<file path="src/rtl/pipeline_control_unit_if.sv">
// ============================================================================
// Module   : pipeline_control_unit_if
// Brief    : Hazard/handshake inputs and latch enable/flush controls of the
//            pipeline control unit, plus its halt flag and perf counters.
// Revision : 1.0 - initial release
// ============================================================================
`default_nettype none

interface pipeline_control_unit_if #(
    parameter int CNT_W = 16
);
    // Pipeline-side status
    logic             ihit;
    logic             dhit;
    logic             mem_dREN;
    logic             mem_dWEN;
    logic             mem_halt;
    logic             ex_dREN;
    logic [4:0]       ex_wsel;
    logic [4:0]       id_rs;
    logic [4:0]       id_rt;
    logic             id_uses_rt;
    logic             br_taken;

    // Controls back to the PC and latches
    logic             pc_en;
    logic             fl_en;
    logic             fl_flush;
    logic             dl_en;
    logic             dl_flush;
    logic             el_en;
    logic             el_flush;
    logic             ml_en;
    logic             ml_flush;
    logic             halt;
    logic [CNT_W-1:0] stall_cnt;
    logic [CNT_W-1:0] flush_cnt;

    // master: the control unit itself; slave: the pipeline it steers
    modport master (
        input  ihit, dhit, mem_dREN, mem_dWEN, mem_halt, ex_dREN, ex_wsel,
               id_rs, id_rt, id_uses_rt, br_taken,
        output pc_en, fl_en, fl_flush, dl_en, dl_flush, el_en, el_flush,
               ml_en, ml_flush, halt, stall_cnt, flush_cnt
    );

    modport slave (
        output ihit, dhit, mem_dREN, mem_dWEN, mem_halt, ex_dREN, ex_wsel,
               id_rs, id_rt, id_uses_rt, br_taken,
        input  pc_en, fl_en, fl_flush, dl_en, dl_flush, el_en, el_flush,
               ml_en, ml_flush, halt, stall_cnt, flush_cnt
    );
endinterface

`default_nettype wire

</file>
<file path="src/rtl/pipeline_control_unit.sv">
// ============================================================================
// Module   : pipeline_control_unit
// Brief    : Stall/flush controller for the five-stage pipeline with halt FSM
//            and saturating stall/flush performance counters.
// Revision : 1.0 - initial release
// ============================================================================
`default_nettype none

module pipeline_control_unit #(
    parameter int CNT_W = 16
) (
    input  wire logic               CLK,
    input  wire logic               RST,
    pipeline_control_unit_if.master bus
);

    localparam logic [1:0] c_RUN     = 2'd0;
    localparam logic [1:0] c_HALTING = 2'd1;
    localparam logic [1:0] c_HALTED  = 2'd2;

    logic [1:0]       r_state;
    logic [1:0]       w_next_state;
    logic             r_halt;
    logic [CNT_W-1:0] r_stall_cnt;
    logic [CNT_W-1:0] r_flush_cnt;

    logic w_run, w_mem_busy, w_load_use;
    logic w_stall_inc, w_flush_inc;
    logic w_pc_en, w_fl_en, w_fl_flush, w_dl_en, w_dl_flush;
    logic w_el_en, w_el_flush, w_ml_en, w_ml_flush;

    // While reset is held the outputs behave as in RUN regardless of state.
    assign w_run      = RST || (r_state == c_RUN);
    assign w_mem_busy = (bus.mem_dREN || bus.mem_dWEN) && !bus.dhit;
    assign w_load_use = bus.ex_dREN && (bus.ex_wsel != 5'd0) &&
                        ((bus.ex_wsel == bus.id_rs) ||
                         (bus.id_uses_rt && (bus.ex_wsel == bus.id_rt)));

    always_ff @(posedge CLK) begin
        if (RST) begin
            r_state <= c_RUN;
        end else begin
            r_state <= w_next_state;
        end
    end

    always_comb begin
        w_next_state = r_state;
        case (r_state)
            c_RUN:     if (!w_mem_busy && bus.mem_halt) w_next_state = c_HALTING;
            c_HALTING: w_next_state = c_HALTED;
            c_HALTED:  w_next_state = c_HALTED;
            default:   w_next_state = c_RUN;
        endcase
    end

    always_comb begin
        w_pc_en     = 1'b0;
        w_fl_en     = 1'b0;
        w_fl_flush  = 1'b0;
        w_dl_en     = 1'b0;
        w_dl_flush  = 1'b0;
        w_el_en     = 1'b0;
        w_el_flush  = 1'b0;
        w_ml_en     = 1'b0;
        w_ml_flush  = 1'b0;
        w_stall_inc = 1'b0;
        w_flush_inc = 1'b0;
        if (w_run) begin
            if (w_mem_busy) begin
                w_stall_inc = 1'b1;
            end else if (bus.mem_halt) begin
                // Halt is older than any branch in EX, so it takes priority.
                w_fl_en    = 1'b1;
                w_fl_flush = 1'b1;
                w_dl_en    = 1'b1;
                w_dl_flush = 1'b1;
                w_el_en    = 1'b1;
                w_el_flush = 1'b1;
                w_ml_en    = 1'b1;
            end else if (bus.br_taken) begin
                w_pc_en     = 1'b1;
                w_fl_en     = 1'b1;
                w_fl_flush  = 1'b1;
                w_dl_en     = 1'b1;
                w_dl_flush  = 1'b1;
                w_el_en     = 1'b1;
                w_ml_en     = 1'b1;
                w_flush_inc = 1'b1;
            end else if (w_load_use) begin
                w_dl_en     = 1'b1;
                w_dl_flush  = 1'b1;
                w_el_en     = 1'b1;
                w_ml_en     = 1'b1;
                w_stall_inc = 1'b1;
            end else if (!bus.ihit) begin
                w_fl_en     = 1'b1;
                w_fl_flush  = 1'b1;
                w_dl_en     = 1'b1;
                w_el_en     = 1'b1;
                w_ml_en     = 1'b1;
                w_stall_inc = 1'b1;
            end else begin
                w_pc_en = 1'b1;
                w_fl_en = 1'b1;
                w_dl_en = 1'b1;
                w_el_en = 1'b1;
                w_ml_en = 1'b1;
            end
        end else if (r_state == c_HALTING) begin
            // Let the instruction ahead of the halt retire, then empty MEM.
            w_ml_en    = 1'b1;
            w_ml_flush = 1'b1;
        end
    end

    always_ff @(posedge CLK) begin
        if (RST) begin
            r_halt      <= 1'b0;
            r_stall_cnt <= '0;
            r_flush_cnt <= '0;
        end else begin
            r_halt <= (w_next_state == c_HALTED);
            if (w_stall_inc && (r_stall_cnt != {CNT_W{1'b1}})) begin
                r_stall_cnt <= r_stall_cnt + 1'b1;
            end
            if (w_flush_inc && (r_flush_cnt != {CNT_W{1'b1}})) begin
                r_flush_cnt <= r_flush_cnt + 1'b1;
            end
        end
    end

    assign bus.pc_en     = w_pc_en;
    assign bus.fl_en     = w_fl_en;
    assign bus.fl_flush  = w_fl_flush;
    assign bus.dl_en     = w_dl_en;
    assign bus.dl_flush  = w_dl_flush;
    assign bus.el_en     = w_el_en;
    assign bus.el_flush  = w_el_flush;
    assign bus.ml_en     = w_ml_en;
    assign bus.ml_flush  = w_ml_flush;
    assign bus.halt      = r_halt;
    assign bus.stall_cnt = r_stall_cnt;
    assign bus.flush_cnt = r_flush_cnt;

endmodule

`default_nettype wire
</file>
<file path="src/flat_wrapper.sv">
// flat-port wrapper written by rule: the top's interface ports become plain ports
module pipeline_control_unit_flat 
#(
    parameter int CNT_W = 16
)
  (CLK, RST, bus_ihit, bus_dhit, bus_mem_dREN, bus_mem_dWEN, bus_mem_halt, bus_ex_dREN, bus_ex_wsel, bus_id_rs, bus_id_rt, bus_id_uses_rt, bus_br_taken, bus_pc_en, bus_fl_en, bus_fl_flush, bus_dl_en, bus_dl_flush, bus_el_en, bus_el_flush, bus_ml_en, bus_ml_flush, bus_halt, bus_stall_cnt, bus_flush_cnt);
  pipeline_control_unit_if #(.CNT_W(CNT_W)) bus_i ();
  input  wire logic CLK;
  input  wire logic RST;
  input wire logic [$bits(bus_i.ihit)-1:0] bus_ihit;
  input wire logic [$bits(bus_i.dhit)-1:0] bus_dhit;
  input wire logic [$bits(bus_i.mem_dREN)-1:0] bus_mem_dREN;
  input wire logic [$bits(bus_i.mem_dWEN)-1:0] bus_mem_dWEN;
  input wire logic [$bits(bus_i.mem_halt)-1:0] bus_mem_halt;
  input wire logic [$bits(bus_i.ex_dREN)-1:0] bus_ex_dREN;
  input wire logic [$bits(bus_i.ex_wsel)-1:0] bus_ex_wsel;
  input wire logic [$bits(bus_i.id_rs)-1:0] bus_id_rs;
  input wire logic [$bits(bus_i.id_rt)-1:0] bus_id_rt;
  input wire logic [$bits(bus_i.id_uses_rt)-1:0] bus_id_uses_rt;
  input wire logic [$bits(bus_i.br_taken)-1:0] bus_br_taken;
  output wire logic [$bits(bus_i.pc_en)-1:0] bus_pc_en;
  output wire logic [$bits(bus_i.fl_en)-1:0] bus_fl_en;
  output wire logic [$bits(bus_i.fl_flush)-1:0] bus_fl_flush;
  output wire logic [$bits(bus_i.dl_en)-1:0] bus_dl_en;
  output wire logic [$bits(bus_i.dl_flush)-1:0] bus_dl_flush;
  output wire logic [$bits(bus_i.el_en)-1:0] bus_el_en;
  output wire logic [$bits(bus_i.el_flush)-1:0] bus_el_flush;
  output wire logic [$bits(bus_i.ml_en)-1:0] bus_ml_en;
  output wire logic [$bits(bus_i.ml_flush)-1:0] bus_ml_flush;
  output wire logic [$bits(bus_i.halt)-1:0] bus_halt;
  output wire logic [$bits(bus_i.stall_cnt)-1:0] bus_stall_cnt;
  output wire logic [$bits(bus_i.flush_cnt)-1:0] bus_flush_cnt;
  assign bus_i.ihit = bus_ihit;
  assign bus_i.dhit = bus_dhit;
  assign bus_i.mem_dREN = bus_mem_dREN;
  assign bus_i.mem_dWEN = bus_mem_dWEN;
  assign bus_i.mem_halt = bus_mem_halt;
  assign bus_i.ex_dREN = bus_ex_dREN;
  assign bus_i.ex_wsel = bus_ex_wsel;
  assign bus_i.id_rs = bus_id_rs;
  assign bus_i.id_rt = bus_id_rt;
  assign bus_i.id_uses_rt = bus_id_uses_rt;
  assign bus_i.br_taken = bus_br_taken;
  assign bus_pc_en = bus_i.pc_en;
  assign bus_fl_en = bus_i.fl_en;
  assign bus_fl_flush = bus_i.fl_flush;
  assign bus_dl_en = bus_i.dl_en;
  assign bus_dl_flush = bus_i.dl_flush;
  assign bus_el_en = bus_i.el_en;
  assign bus_el_flush = bus_i.el_flush;
  assign bus_ml_en = bus_i.ml_en;
  assign bus_ml_flush = bus_i.ml_flush;
  assign bus_halt = bus_i.halt;
  assign bus_stall_cnt = bus_i.stall_cnt;
  assign bus_flush_cnt = bus_i.flush_cnt;
  pipeline_control_unit #(.CNT_W(CNT_W)) u_core (.CLK(CLK), .RST(RST), .bus(bus_i));
endmodule
</file>
<file path="config.mk">
export PLATFORM = sky130hd
export DESIGN_NAME = pipeline_control_unit_flat
export DESIGN_NICKNAME = d
export VERILOG_FILES = /design/src/rtl/pipeline_control_unit_if.sv /design/src/rtl/pipeline_control_unit.sv /design/src/flat_wrapper.sv
export SDC_FILE = /design/constraint.sdc
export NUM_CORES = 1
export LEC_CHECK = 0
export CAP_MARGIN = 30
export CORE_UTILIZATION = 47
export CTS_BUF_LIST = sky130_fd_sc_hd__clkbuf_8
export DETAILED_ROUTE_END_ITERATION = 16
export HOLD_SLACK_MARGIN = 0.03
export PLACE_DENSITY = 0.83
export REMOVE_ABC_BUFFERS = 1
export SYNTH_ARGS = -nofsm -noshare
export SYNTH_HDL_FRONTEND = slang
export SYNTH_SLANG_ARGS = --single-unit
</file>
<file path="constraint.sdc">
create_clock -name CLK -period 2.8 [get_ports CLK]
set_input_delay 0.56 -clock CLK [delete_from_list [all_inputs] [get_ports CLK]]
set_output_delay 0.56 -clock CLK [all_outputs]
set_load 0.05 [all_outputs]
</file>
== Word level (Yosys, flattened, before mapping) ==
Cells that the tools add are included.

* Reductions and logical operators: 15
* $add $sub $neg: 2
* Equality and inequality tests: 7
* Multiplexer cells: 41

{| class="wikitable"
|+ Operator list
! kind !! number
|-
| $mux W1 || 39
|-
| $add A16 B1 Y16 const B || 2
|-
| $ne A16 B16 Y1 const B || 2
|-
| $eq A5 B5 Y1 || 2
|-
| $logic_and A1 B1 Y1 || 7
|-
| $reduce_bool A5 Y1 || 1
|-
| $eq A2 B2 Y1 const B || 2
|-
| $pmux W2 S2 || 1
|-
| $logic_or A1 B1 Y1 || 3
|-
| $eq A2 B1 Y1 const B || 1
|-
| $logic_not A1 Y1 || 2
|-
| $logic_not A2 Y1 || 1
|-
| $mux W2 || 1
|-
| $reduce_or A2 Y1 || 1
|}

* Input port bits: 25
* Logic and storage cells: 69
* Output and inout port bits: 42
* Register bits: 35

== Logic depth before layout (Yosys ltp) ==
Gate-level depths: netlist (run 1).

* Depth after elaboration: 10
* Depth in mapped cells: 10
* Mapped depth without buffers: 8

== Worst setup path after synthesis (run 1) ==
OpenSTA, ideal clock, no wires.

* Path type: input-to-output
* Start: input port bus_ex_wsel[0]
* End: output port bus_fl_flush
* Arrival: 2631 ps
* Path slack: -391 ps
* Cell stages on the path: 5
* Cell sequence: or4_1 -> o21ai_0 -> or2_1 -> nor3_1 -> a211oi_1

* Word-level cells in the longest chain between the ends: 9
* Elaborated cells on any way between the ends: 12
* Classes of those cells: eq/ne (2); mux (5); reduce/logical (5)

{| class="wikitable"
|+ RTL lines
! what !! RTL line !! RTL
|-
| start, declared || flat_wrapper.sv:16 || <nowiki>input wire logic [$bits(bus_i.ex_wsel)-1:0] bus_ex_wsel;</nowiki>
|-
| $eq A5 B5 Y1 || pipeline_control_unit.sv:37 || <nowiki>(bus.id_uses_rt && (bus.ex_wsel == bus.id_rt)));</nowiki>
|-
| $logic_and A1 B1 Y1 || pipeline_control_unit.sv:37 ||
|-
| $logic_or A1 B1 Y1 || pipeline_control_unit.sv:36 || <nowiki>((bus.ex_wsel == bus.id_rs) ||</nowiki>
|-
| $logic_and A1 B1 Y1 * || pipeline_control_unit.sv:35 || <nowiki>assign w_load_use = bus.ex_dREN && (bus.ex_wsel != 5'd0) &&</nowiki>
|-
| $mux W1 * || pipeline_control_unit.sv:90 || <nowiki>end else if (w_load_use) begin</nowiki>
|-
| $mux W1 * || pipeline_control_unit.sv:81 || <nowiki>end else if (bus.br_taken) begin</nowiki>
|-
| $mux W1 * || pipeline_control_unit.sv:72 || <nowiki>end else if (bus.mem_halt) begin</nowiki>
|-
| $mux W1 * || pipeline_control_unit.sv:70 || <nowiki>if (w_mem_busy) begin</nowiki>
|-
| $mux W1 * || pipeline_control_unit.sv:69 || <nowiki>if (w_run) begin</nowiki>
|-
| end, declared || flat_wrapper.sv:23 || <nowiki>output wire logic [$bits(bus_i.fl_flush)-1:0] bus_fl_flush;</nowiki>
|}

Mark *: on every way between the ends. The rest lies on a longest branch, timed or not.

== Worst setup path in the final report (run 1) ==
* Start: input port bus_ex_wsel[4]
* End: output port bus_fl_flush

The elaborated chain is that of the path after synthesis.

==> results of run 1 <==
## power by group through the flow
stage	Sequential, mW	Combinational (mW)	Clock (mW)
2_1_floorplan	0.555	0.125	0
3_3_place_gp	0.530	0.311	0
3_5_place_dp	0.531	0.315	0
4_1_cts	0.520	0.320	0.370
5_1_grt	0.521	0.343	0.395
6_report	0.520	0.323	0.364
## layer usage
| metal | global-route usage (%) | vias to the layer above |
|---|---|---|
| met5 | 0 | - |
| li1 | - | 972 |
| met4 | 11.70 | 0 |
| met1 | 26.07 | 923 |
| met2 | 40.69 | 56 |
| met3 | 5.000 | 9 |
## worst paths after layout
| kind | from | to | depth (start not counted) |
|---|---|---|---|
| worst max-delay path | bus_ex_wsel[4] | bus_fl_flush | 7 |
| worst min-delay path | u_core.bus.stall_cnt[4] | u_core.bus.stall_cnt[4] | 2 |
| worst max register to register | u_core.bus.stall_cnt[0] | u_core.bus.stall_cnt[13] | 6 |
| worst min register to register | u_core.bus.stall_cnt[4] | u_core.bus.stall_cnt[4] | 2 |
## repair_timing
action | 4_1_cts | 5_1_grt
setup endpoints to repair | 4 | 4
buffers inserted | 1 | 1
resized for setup | 18 | 14
pin swaps | 8 | 10
hold buffers | 0 | 0
## layout by cell type, fill, tap and decap left out, types with 2 or more instances in the layout
cell             Yosys  layout
a21oi_2              1       2
nor3_2               0       2
dlygate4sd2_1        0       5
nand2_1             13      13
buf_4                2      17
clkdlybuf4s50_1      0      45
nor2b_1              5       5
buf_12               0       9
clkbuf_2             0       3
dlymetal6s2s_1       0       4
and4_1               3       3
or3_1               14      14
o31ai_1              4       4
nand3_1             10      10
dfxtp_1             35      35
a31o_1               2       2
xnor2_1              3       3
ha_1                 4       4
xor2_1              19      18
and3_2               2       2
and3_1               5       5
inv_1                6       6
mux2i_1              2       2
nand4_1              6       6
o21ai_1             13      13
a21oi_1             20      19
and2_1               5       5
or4_1                5       4
clkbuf_8             2       6
nor2_1              20      19
## sequential cells by signal, summed over array words and instances, names as in the netlist
register,cells
u_core.bus.stall_cnt,16
u_core.bus.flush_cnt,16
u_core.r_state,2
u_core.bus.halt,1
## cells by family after synthesis
group	count (synthesis)	share of synthesized area [%]
simple gates	99	28.68
compound gates	49	15.76
flops	35	36.01
xor+xnor	22	9.904
buf+inv	14	5.466
fa+ha+maj	4	2.572
mux	3	1.608
## cell type report
type / instances / area, µm² / share of cell area (%)
multi-input combinational: 177 / 1196 / 40.39
timing repair buffer: 84 / 892.1 / 30.12
sequential: 35 / 700.7 / 23.66
clock buffer: 6 / 82.58 / 2.788
tap: 50 / 62.56 / 2.112
inverter: 6 / 22.52 / 0.7605
clock inverter: 1 / 5.005 / 0.1690
## worst min-delay path, delay by kind of cell, from the launching register on
kind,cells,cell delay [ns]
AOI/OAI and AO/OA,2,0.13
DFF,1,0.33
==> reports/summary.json, run 1 <==
{
  "seq_area_frac_synth": {"value": 36.01, "unit": "%"},
  "post_drt_wl_per_cell": {"value": 13.60, "unit": "µm"},
  "post-route-drc-count": {"value": 0},
  "power-per-cell-area": {"value": 407.4, "unit": "nW/µm²"},
  "highest_attainable_clock_frequency": {"value": 0.3628, "unit": "GHz"},
  "yosys.cell_types.count": {"value": 44},
  "core_region_area": {"value": 4000, "unit": "µm²"},
  "tritoncts": {"value": "built"},
  "netlist.top_cell.by_area": {"value": "dfxtp_1"},
  "hold_slack": {"value": 0.5037, "unit": "ns"},
  "clk_path_buf_depth": {"value": 2},
  "pin_count_of_the_biggest_net_entering_global_routing": {"value": 28},
  "worstPathBufferInverterCount": {"value": 2},
  "fp.dieH": {"value": 66.34, "unit": "µm"},
  "pin_count": {"value": 67},
  "numClockSinks": {"value": 35},
  "post_layout_nonfiller_instances": {"value": 359},
  "detailroute.via_count": {"value": 1960},
  "peakVddDrop": {"value": 0.0003543, "unit": "V"},
  "clk_transition_reported_paths": {"value": 0.06, "unit": "ns"},
  "area_delta_synth_final": {"value": 52.22, "unit": "%"},
  "cp-start-kind": {"value": "input pin"},
  "dp_hpwl": {"value": 3.468, "unit": "mm"},
  "port-buffer-count": {"value": 66},
  "dpl_worst_slack": {"value": -0.3563, "unit": "ns"},
  "worst-path-max-fanout": {"value": 4},
  "worst_clock_skew": {"value": 0.007231, "unit": "ns"},
  "report.final.setup_viol": {"value": 0},
  "p_int": {"value": 0.8509, "unit": "mW"},
  "dr_iter_0_viols": {"value": 32},
  "power.switching_fraction": {"value": 29.47, "unit": "%"},
  "worst-setup-path-type": {"value": "input pin to output port"},
  "post_synth.cell_area_avg": {"value": 8.609, "unit": "µm²"},
  "hold_path_class": {"value": "flip-flop to flip-flop"},
  "setup_slack": {"value": 0.04333, "unit": "ns"},
  "die_width": {"value": 66.34, "unit": "µm"},
  "final_cell_area": {"value": 2962, "unit": "µm²"},
  "power.static_leakage": {"value": 1.129, "unit": "nW"},
  "grt_pass1_wl": {"value": 7.707, "unit": "mm"},
  "ys.flop_type": {"value": "dfxtp_1"},
  "overflow": {"value": 0},
  "fp-row-count": {"value": 23},
  "synth_top_cell_area_share": {"value": 36.01, "unit": "%"},
  "netSwitchingPower": {"value": 0.3555, "unit": "mW"},
  "cp_peak_stage_delay": {"value": 0.47, "unit": "ns"},
  "yosys_warnings": {"value": 0},
  "netlist_top_cells_count": {"value": "dfxtp_1, a21oi_1, nor2_1"},
  "crit_slowest_cell": {"value": "or4_4"},
  "timing.final.hold_violations": {"value": 0},
  "run_status": {"value": "finished clean"},
  "reg2reg_slack": {"value": 0.69, "unit": "ns"},
  "critPathArrivalTime": {"value": 2.20, "unit": "ns"},
  "placed_area": {"value": 2808, "unit": "µm²"},
  "nets": {"value": 338},
  "fill_cells": {"value": 312},
  "drtPass1Iterations": {"value": 4},
  "met2WireLength": {"value": 2.412, "unit": "mm"},
  "combinational_cell_fraction_of_total_power": {"value": 26.8, "unit": "%"},
  "highest-signal-layer": {"value": "met4"},
  "timing.max_cap.violations": {"value": 0},
  "gp_routability_congestion": {"value": 0.7539},
  "setup_total_negative_slack": {"value": 0, "unit": "ns"},
  "totalPowerFinal": {"value": 1.206, "unit": "mW"},
  "cts_root_buffer": {"value": "clkbuf_8"},
  "yosys_register_bits": {"value": 35},
  "synth_top_cells_by_area": {"value": "dfxtp_1, xor2_1, a21oi_1, or3_1, nor2_1"},
  "cts-buffers-inserted": {"value": 5},
  "worst_skew_pair.late_latency": {"value": 0.28, "unit": "ns"},
  "critical-path-top-delay-family": {"value": "simple AND/OR/NAND/NOR gates"},
  "min_period_over_period": {"value": 98.45, "unit": "%"},
  "wl_met3": {"value": 296, "unit": "µm"},
  "final_antenna_net_count": {"value": 0},
  "period_minus_slack": {"value": 2.757, "unit": "ns"},
  "worst_slew_margin_rel": {"value": 65.05, "unit": "%"},
  "syn-cell-area": {"value": 1946, "unit": "µm²"},
  "layout.core_utilization": {"value": 74.04, "unit": "%"},
  "htree_num_levels": {"value": 2},
  "endpoint_kind": {"value": "output port"},
  "insertedDiodeCount": {"value": 0},
  "clockPowerShare": {"value": 30.1, "unit": "%"},
  "worst_slew_pin_slew": {"value": 0.5226, "unit": "ns"},
  "grtUsageTotal": {"value": 23.17, "unit": "%"},
  "synth_edf_count": {"value": 0},
  "design.die.area": {"value": 4401, "unit": "µm²"},
  "synthArstFlopShare": {"value": 0, "unit": "%"},
  "totalWireLength": {"value": 4.883, "unit": "mm"},
  "grt_antenna_before_repair": {"value": 0},
  "syn_inst": {"value": 226},
  "wl_met1": {"value": 2.089, "unit": "mm"},
  "worst_ep_required_time": {"value": 2.24, "unit": "ns"},
  "start_util": {"value": 48.64, "unit": "%"},
  "final_max_slew_viol_count": {"value": 0},
  "viasPerCell": {"value": 5.460},
  "critical_path.cell_chain": {"value": "dlygate4sd2_1 > or4_4 > o21ai_4 > or2_4 > nor3_4 > a211oi_2 > clkbuf_16"},
  "most_instantiated_library_cell_after_synthesis": {"value": "dfxtp_1"},
  "dp.cells": {"value": 350},
  "final_layout_size_suffix_gt1_share": {"value": 18.45, "unit": "%"},
  "sequentialPowerShare": {"value": 43.1, "unit": "%"},
  "grt_pass1_vias": {"value": 1762}
}
No activity file was read; power rests on OpenSTA's default activity.
==> run 2, diff against run 1 <==
CAP_MARGIN = 20   (was 30)
CTS_CLUSTER_SIZE = 24   (was default)
SETUP_SLACK_MARGIN = 0.02   (was default)
==> reports/summary.json, run 2 (synthesis gave the netlist of run 1 again) <==
{
  "final_max_slew_viol_count": {"value": 0, "change": "unchanged"},
  "peakVddDrop": {"value": 0.0003545, "unit": "V", "change": "was 0.0003543 V"},
  "crit_slowest_cell": {"value": "or4_4", "change": "unchanged"},
  "cp-start-kind": {"value": "input pin", "change": "unchanged"},
  "grt_antenna_before_repair": {"value": 0, "change": "unchanged"},
  "run_status": {"value": "finished clean", "change": "unchanged"},
  "critical_path.cell_chain": {"value": "clkdlybuf4s15_1 > or4_4 > o21ai_4 > or2_4 > nor3_4 > a211oi_2 > clkbuf_16", "change": "was dlygate4sd2_1 > or4_4 > o21ai_4 > or2_4 > nor3_4 > a211oi_2 > clkbuf_16"},
  "numClockSinks": {"value": 35, "change": "unchanged"},
  "reg2reg_slack": {"value": 0.69, "unit": "ns", "change": "about the same"},
  "viasPerCell": {"value": 5.462, "change": "was 5.460"},
  "grt_pass1_wl": {"value": 7.707, "unit": "mm", "change": "unchanged"},
  "drtPass1Iterations": {"value": 4, "change": "unchanged"},
  "cts_root_buffer": {"value": "clkbuf_8", "change": "unchanged"},
  "tritoncts": {"value": "built", "change": "unchanged"},
  "power-per-cell-area": {"value": 406.5, "unit": "nW/µm²", "change": "was 407.4 nW/µm²"},
  "final_antenna_net_count": {"value": 0, "change": "unchanged"},
  "worst_slew_pin_slew": {"value": 0.5226, "unit": "ns", "change": "unchanged"},
  "dr_iter_0_viols": {"value": 40, "change": "was 32"},
  "totalPowerFinal": {"value": 1.206, "unit": "mW", "change": "about the same"},
  "power.static_leakage": {"value": 1.146, "unit": "nW", "change": "was 1.129 nW"},
  "unrepaired_setup_endpoints_after_global_routing": {"value": "no"},
  "netSwitchingPower": {"value": 0.3557, "unit": "mW", "change": "was 0.3555 mW"},
  "layout_common_cells": {"value": "clkdlybuf4s50_1, dfxtp_1, nor2_1, a21oi_1, xor2_1", "change": "unchanged"},
  "highest_attainable_clock_frequency": {"value": 0.3676, "unit": "GHz", "change": "was 0.3628 GHz"},
  "die_width": {"value": 66.34, "unit": "µm", "change": "unchanged"},
  "p_int": {"value": 0.8506, "unit": "mW", "change": "was 0.8509 mW"},
  "worst-setup-path-type": {"value": "input pin to output port", "change": "unchanged"},
  "hold_buffer_count_at_cts": {"value": 0, "change": "unchanged"},
  "htree_num_levels": {"value": 2, "change": "unchanged"},
  "insertedDiodeCount": {"value": 0, "change": "unchanged"},
  "final_layout_size_suffix_gt1_share": {"value": 18.45, "unit": "%", "change": "unchanged"},
  "detailroute.via_count": {"value": 1961, "change": "was 1,960"},
  "setup_total_negative_slack": {"value": 0, "unit": "ns", "change": "unchanged"},
  "cts-buffers-inserted": {"value": 5, "change": "unchanged"},
  "cp_peak_stage_delay": {"value": 0.48, "unit": "ns", "change": "was 0.47 ns"},
  "placed_area": {"value": 2808, "unit": "µm²", "change": "unchanged"},
  "grt_pass1_vias": {"value": 1762, "change": "unchanged"},
  "core_region_area": {"value": 4000, "unit": "µm²", "change": "unchanged"},
  "clk_transition_reported_paths": {"value": 0.06, "unit": "ns", "change": "about the same"},
  "pin_count": {"value": 67, "change": "unchanged"},
  "fp-row-count": {"value": 23, "change": "unchanged"},
  "worst_skew_pair.late_latency": {"value": 0.28, "unit": "ns", "change": "about the same"},
  "worst_slew_margin_rel": {"value": 65.05, "unit": "%", "change": "unchanged"},
  "power.switching_fraction": {"value": 29.49, "unit": "%", "change": "was 29.47%"},
  "area_delta_synth_final": {"value": 52.54, "unit": "%", "change": "was 52.22%"},
  "report.final.setup_viol": {"value": 0, "change": "unchanged"},
  "dp_hpwl": {"value": 3.468, "unit": "mm", "change": "unchanged"},
  "post-route-drc-count": {"value": 0, "change": "unchanged"},
  "critPathArrivalTime": {"value": 2.16, "unit": "ns", "change": "was 2.20 ns"},
  "sequentialPowerShare": {"value": 43.1, "unit": "%", "change": "about the same"},
  "fill_cells": {"value": 311, "change": "was 312"},
  "final_common_cell": {"value": "clkdlybuf4s50_1", "change": "unchanged"},
  "worst-path-max-fanout": {"value": 4, "change": "unchanged"},
  "final_cell_area": {"value": 2968, "unit": "µm²", "change": "was 2962 µm²"},
  "grtUsageTotal": {"value": 23.17, "unit": "%", "change": "unchanged"},
  "post_drt_wl_per_cell": {"value": 13.64, "unit": "µm", "change": "was 13.60 µm"},
  "overflow": {"value": 0, "change": "unchanged"},
  "start_util": {"value": 48.64, "unit": "%", "change": "unchanged"},
  "port-buffer-count": {"value": 66, "change": "unchanged"},
  "totalWireLength": {"value": 4.896, "unit": "mm", "change": "was 4.883 mm"},
  "worst_clock_skew": {"value": 0.007111, "unit": "ns", "change": "was 0.007231 ns"},
  "clk_path_buf_depth": {"value": 2, "change": "unchanged"},
  "timing.max_cap.violations": {"value": 0, "change": "unchanged"},
  "gp_routability_congestion": {"value": 0.7539, "change": "unchanged"},
  "design.die.area": {"value": 4401, "unit": "µm²", "change": "unchanged"},
  "pin_count_of_the_biggest_net_entering_global_routing": {"value": 28, "change": "unchanged"},
  "clockPowerShare": {"value": 30.2, "unit": "%", "change": "was 30.1%"},
  "timing.final.hold_violations": {"value": 0, "change": "unchanged"},
  "hold_path_class": {"value": "flip-flop to flip-flop", "change": "unchanged"},
  "fp.dieH": {"value": 66.34, "unit": "µm", "change": "unchanged"},
  "nets": {"value": 338, "change": "unchanged"},
  "period_minus_slack": {"value": 2.720, "unit": "ns", "change": "was 2.757 ns"},
  "worst_ep_required_time": {"value": 2.24, "unit": "ns", "change": "about the same"},
  "endpoint_kind": {"value": "output port", "change": "unchanged"},
  "min_period_over_period": {"value": 97.15, "unit": "%", "change": "was 98.45%"},
  "combinational_cell_fraction_of_total_power": {"value": 26.8, "unit": "%", "change": "about the same"}
}
-- run 2: cell types whose count changed in the layout (fill, tap and decap cells not counted) --
cell and delta:
dlygate4sd2_1 -1, clkdlybuf4s50_1 -2, dlymetal6s2s_1 +2, clkdlybuf4s15_1 +1
-- run 2: final cells by class --
type	instances	area, µm²	share of cell area, %
timing repair buffer	84	898.4	30.27
inverter	6	22.52	0.7589
clock inverter	1	5.005	0.1686
clock buffer	6	82.58	2.782
multi-input combinational	177	1196	40.30
sequential	35	700.7	23.61
tap	50	62.56	2.108
-- run 2: what timing repair did --
action,CTS,global route
gates resized for setup,18,17
endpoints found under the setup margin,4,4
buffers inserted,1,1
pin swaps,8,12
cloned,0,0
-- run 2: worst paths after layout --
path	startpoint	endpoint	depth (start not counted)
min reg2reg	u_core.bus.stall_cnt[4]	u_core.bus.stall_cnt[4]	2
max	bus_ex_wsel[4]	bus_fl_flush	7
min	u_core.bus.stall_cnt[4]	u_core.bus.stall_cnt[4]	2
max reg2reg	u_core.bus.stall_cnt[0]	u_core.bus.stall_cnt[13]	6
-- run 2: critical path, delay by kind of cell --
family	cells	cell delay, ns
buf+inv	2	0.44
compound gates	2	0.44
simple gates	3	0.71
-- run 2: metal layers --
| metal | vias up | global-route usage, % | part of all wire, % |
|---|---|---|---|
| met5 | - | 0 | 0 |
| met4 | 0 | 11.70 | 1.7 |
| met3 | 9 | 5.000 | 6.0 |
| met2 | 56 | 40.69 | 49 |
| met1 | 924 | 26.07 | 43 |
| li1 | 972 | - | - |
-- run 2: power groups by stage --
| stage | registers [mW] | clock network (mW) | logic, mW |
|---|---|---|---|
| 3_3_place_gp | 0.530 | 0 | 0.311 |
| 3_5_place_dp | 0.531 | 0 | 0.315 |
| 4_1_cts | 0.520 | 0.370 | 0.320 |
| 2_1_floorplan | 0.555 | 0 | 0.125 |
| 5_1_grt | 0.521 | 0.395 | 0.343 |
| 6_report | 0.520 | 0.364 | 0.323 |
-- run 2: per-stage QoR --
step | worst slack (ns) | std cells | hold WS [ns] | utilization, %
after floorplan | -0.3907 | 218 | 0.5781 | -
after global placement | -0.2594 | 350 | 0.4831 | 70.19
after detailed placement | -0.3563 | 350 | 0.4967 | 70.19
after CTS | 0.02982 | 358 | 0.5048 | 73.29
after global routing | 0.02987 | 359 | 0.5317 | 74.19
final | 0.07979 | 359 | 0.5036 | 74.19
